File: src/rtl/keccak_p_round_sequencer.sv
// keccak_p_round_sequencer: valid/ready round controller for Keccak-p[25*2^L, nr], UNROLL rounds per cycle
module keccak_p_round_sequencer #(
    parameter int L = 6,
    parameter int UNROLL = 1
) (
    input  logic                  i_clk,
    input  logic                  i_rst_n,
    input  logic                  i_start_valid,
    output logic                  o_start_ready,
    input  logic [4:0]            i_num_rounds,
    input  logic                  i_abort,
    input  logic                  i_out_ready,
    output logic                  o_out_valid,
    output logic                  o_sel_input,
    output logic                  o_load_en,
    output logic [UNROLL-1:0]     o_stage_en,
    output logic [5*UNROLL-1:0]   o_round_idx,
    output logic                  o_busy,
    output logic                  o_mode,
    output logic                  o_err
);
    localparam int NR_MAX = 12 + 2 * L;
    localparam int CW = $clog2(NR_MAX + UNROLL + 1);

    typedef enum logic [1:0] {IDLE, RUN, DONE} state_t;

    state_t        state;
    logic [CW-1:0] cnt;
    logic [4:0]    nr_q;
    logic [4:0]    base_q;
    logic          mode_q;
    logic          err_q;
    logic          accept;
    logic          legal;
    logic          active;
    logic [31:0]   pos;
    logic [31:0]   nr_cur;
    logic [31:0]   base_cur;
    logic [UNROLL-1:0] en;

    assign o_start_ready = ~i_abort & ((state == IDLE) | ((state == DONE) & i_out_ready));
    assign accept = i_start_valid & o_start_ready;
    assign legal = (i_num_rounds != 5'd0) && (32'(i_num_rounds) <= NR_MAX);
    assign active = (accept & legal) | (state == RUN);

    // cnt holds the round offset of stage 0; the accept cycle decodes straight from the inputs
    assign pos = accept ? 32'd0 : 32'(cnt);
    assign nr_cur = accept ? 32'(i_num_rounds) : 32'(nr_q);
    assign base_cur = accept ? 32'(NR_MAX) - 32'(i_num_rounds) : 32'(base_q);

    for (genvar k = 0; k < UNROLL; k++) begin : g_stage
        assign en[k] = active && ((pos + 32'(k)) < nr_cur);
        assign o_round_idx[5*k +: 5] = en[k] ? 5'(base_cur + pos + 32'(k)) : 5'd0;
    end

    assign o_stage_en = en;
    assign o_load_en = active;
    assign o_sel_input = state == RUN;
    assign o_out_valid = state == DONE;
    assign o_busy = state != IDLE;
    assign o_mode = mode_q;
    assign o_err = err_q;

    always_ff @(posedge i_clk or negedge i_rst_n) begin
        if (!i_rst_n) begin
            state <= IDLE;
            cnt <= '0;
            nr_q <= '0;
            base_q <= '0;
            mode_q <= 1'b0;
            err_q <= 1'b0;
        end else begin
            err_q <= accept & ~legal;
            if (accept & legal) begin
                nr_q <= i_num_rounds;
                base_q <= 5'(32'(NR_MAX) - 32'(i_num_rounds));
                mode_q <= 32'(i_num_rounds) == NR_MAX;
                cnt <= CW'(UNROLL);
                state <= (32'(i_num_rounds) > UNROLL) ? RUN : DONE;
            end else if (accept | i_abort) begin
                state <= IDLE;
            end else if (state == RUN) begin
                state <= ((32'(cnt) + UNROLL) >= 32'(nr_q)) ? DONE : RUN;
                cnt <= CW'(32'(cnt) + UNROLL);
            end else if ((state == DONE) && i_out_ready) begin
                state <= IDLE;
            end
        end
    end
endmodule

File: config.mk
export PLATFORM = sky130hd
export DESIGN_NAME = keccak_p_round_sequencer
export DESIGN_NICKNAME = d
export VERILOG_FILES = /design/src/rtl/keccak_p_round_sequencer.sv
export SDC_FILE = /design/constraint.sdc
export NUM_CORES = 1
export LEC_CHECK = 0
export CAP_MARGIN = 40
export CORE_UTILIZATION = 60
export CTS_BUF_LIST = sky130_fd_sc_hd__clkbuf_8
export DETAILED_ROUTE_END_ITERATION = 12
export DONT_BUFFER_PORTS = 1
export GPL_TIMING_DRIVEN = 0
export PLACE_DENSITY_LB_ADDON = 0.12
export SKIP_LAST_GASP = 1
export SLEW_MARGIN = 20
export SYNTH_ARGS = -nofsm -noshare
export SYNTH_HDL_FRONTEND = slang
export SYNTH_SLANG_ARGS = --single-unit
export TNS_END_PERCENT = 10
File: constraint.sdc
create_clock -name i_clk -period 4.05 [get_ports i_clk]
set_input_delay 0.6075 -clock i_clk [delete_from_list [all_inputs] [get_ports i_clk]]
set_output_delay 0.6075 -clock i_clk [all_outputs]
set_load 0.005 [all_outputs]
==> impl_results.md <==
* DRC marker count from the first detailed-route iteration at 26
* Worst reg2reg startpoint: cnt[0]
* Antenna cells at 0
* Worst-Margin Slew at between 0.3 and 0.4 ns
* Top cells by area in the synthesized netlist: dfrtp_1 28%, ha_1 12%, o21ai_0 6.5%
* Pre-CTS setup slack at approximately 0.60 ns
* Worst path most repeated cell: ha_1
* Placed cells at approximately 220
* Drt pass-1 iters at 4
* Vias/cell at 6.217
* Later-pin clock latency in the skew report at 0.25 ns
* Max_cap viols at 0
* Post-synth cell types at 42
* Commonest cells in the netlist: 21 x o21ai_0, 18 x dfrtp_1, 17 x nand2_1
* Avg Synthesized Cell Area at 8.645 sq um
* Die Y at 54.05 microns
* Clock transition at path regs at about 0.070 ns
* Total congestion overflow at 0
* Worst Setup SP: i_out_ready
* Post-synth top area share at 27.71%
* Yosys Warn Count at 0
* Mapped Cells at roughly 190
* Final Hold Vio Count at 0
* VDD IR max at 0.0004475 V
* Syn nets at ~210
* PwrDens at around 670 mW/mm^2
* Clock H-tree levels at 1
* RePlAce Congestion at approximately 0.87
* P_leak at around 0.00083 uW
* CP Capture Type: output port
* Reg2reg setup slack at just over 2 ns
* RSZ-0062 raised after global routing: false
* Worst path arrival time at between 2 and 3 ns
* Routed wire length per instance at 16.46 microns
* Post-Layout Cell Count at 221
* Hold_ws at 0.04212 ns
* Hold Crit Class: input pin to asynchronous set/reset pin
* EDFF count, synth at 0
* DRC violations left at 0
* CP max stage delay at about 0.3 ns
* Die area at 0.002921 sq mm
* Final Cycle Share at roughly 85%
* Sequential cell area fraction in the yosys report at 27.71%
* Critical Path Source Type: input pin
* Critical path, cell by cell: nand2b_1 -> nand3_4 -> clkbuf_1 -> o21ai_0 -> ha_1 -> ha_1 -> nand4b_1 -> and3_1 -> o311a_1 -> nor3_1
* Core ar. at 0.002522 sq mm
* Final Skew at slightly above 0.001 ns
* Setup-failing EPs final at 0
* Die W at about 54 microns
* IO Port Bufs at 0
* Initial antenna violation count at 0
* Vias at around 1400
* Post-route ant nets at 0
* GRT Util Overall at 27.11%
* Largest net degree at the start of global routing at 19
* CTS resizes at 0
* Crit path max fanout at 10
* Row count at 18
* Crit path buf inv count at 1
* Setup ws final at 0.5994 ns
* Fin util at 67.56%
* Async set-reset flop share out of synthesis at 100.0%
* Status: completed
* TritonCTS clock tree: built
* Dpl hpwl at 2.762 mm
* Max Buffers Root-to-Sink at 2
* Synth area leader: dfrtp_1
* # hold bufs at CTS at 0
* I/O pins at 23
* Final Slew Violations at 0
* Count leader, synth: o21ai_0
* Req. time, crit path at 3.44 ns
* Setup TNS at 0 ns
* CP top delay family: simple AND/OR/NAND/NOR gates
* Initial Util at 64.43%
* Crit path time final at around 3.5 ns
* WS Path Type: input pin to output port
* Root Driver: clkbuf_8
* Layout fillers at 204
* Mapped Area at around 0.0016 sq mm
* Max frequency at 289.8 MHz
* Vias in the first global route at approximately 1200
* Synth Flop Type: dfrtp_1
* WL final at roughly 3.6 mm
* Global-route wire length before repair at 5.575 mm
* Setup Fix Bufs, Post-CTS at 0
* Slew HR at 75.48%
* Syn-to-layout area delta at 4.850%
* TritonCTS Buffers at 3
* Fin nets at 219
* Sinks on Clock Net at 18
* Slowest-stage cell, CP: clkbuf_1
* Synth Register Bits at 18
* Fraction of layout cells with a size suffix above 1 at between 10 and 15%
## flip-flops by register name, indices dropped and copies added (netlist names)
register  cells
o_mode        1
state         2
o_err         1
base_q        5
nr_q          4
cnt           5
## final timing paths
check	to	cells after the start
worst min register to register	base_q[2]	2
worst min-delay path	o_mode	0
max in group asynchronous	cnt[2]	0
worst max-delay path	o_round_idx[4]	10
worst max register to register	state[1]	6
min in group i_clk	nr_q[2]	2
## layer usage
| layer | vias to the layer above | share of wire, % | GRT usage [%] | wire length [microns] |
|---|---|---|---|---|
| met2 | 33 | 48 | 45.06 | 1758 |
| met3 | 6 | 3.7 | 2.825 | 134 |
| met5 | - | 0 | 0 | 0 |
| met4 | 0 | 1.4 | 9.402 | 51 |
| met1 | 667 | 47 | 36.25 | 1692 |
| li1 | 668 | - | - | - |
## per-stage QoR
stage | total power (uW) | cell area [sq um]
floorplan | 860.4 | 1625
global placement | 970.8 | 1663
detailed placement | 999.8 | 1663
CTS | 1134 | 1704
global route | 1243 | 1704
finish | 1139 | 1704
## logic make-up after synthesis
logic type	count (synthesis)	share of synthesized area (%)
AO/OA/AOI/OAI	54	21.86
XOR/XNOR	7	3.772
adder cells (fa/ha/maj)	18	13.55
buffers and inverters	23	7.621
flip-flops	18	27.71
multiplexers	8	5.851
AND/OR/NAND/NOR	60	19.63
## worst reg2reg max path: stages (launching register included)
cell and delay (ns):
dfrtp_1 0.47, ha_1 0.36, ha_1 0.28, a21o_1 0.15, a211o_1 0.28, a21oi_1 0.24, o21ai_0 0.13
## power breakdown
group / leakage (uW) / switching [uW] / total (uW) / internal [uW]
Clock: 0.0000216 / 60.4 / 126 / 66.1
Sequential: 0.000225 / 70.4 / 323 / 253
Combinational: 0.000579 / 382 / 689 / 307
## layout by cell type, fill, tap and decap left out, types with 4 or more instances in the layout
| cell | synthesis | final |
|---|---|---|
| a21oi_1 | 8 | 8 |
| and2_1 | 4 | 4 |
| clkbuf_8 | 1 | 4 |
| dfrtp_1 | 18 | 18 |
| ha_1 | 16 | 16 |
| inv_1 | 14 | 14 |
| mux2i_1 | 5 | 5 |
| nand2_1 | 17 | 17 |
| nand2b_1 | 4 | 4 |
| nand3_1 | 5 | 5 |
| nor2_1 | 12 | 12 |
| nor3_1 | 5 | 5 |
| o21ai_0 | 21 | 21 |
| xor2_1 | 4 | 4 |
## layout make-up
class                   instances  area (sq um)  area share, %
flip-flops and latches         18         450.4          26.43
inverters                      14         52.55          3.084
clock buffers                   3         41.29          2.423
plain buffers                   9         71.32          4.185
multi-input cells             147          1051          61.67
well taps                      30         37.54          2.203
No activity file was read; power rests on OpenSTA's default activity.
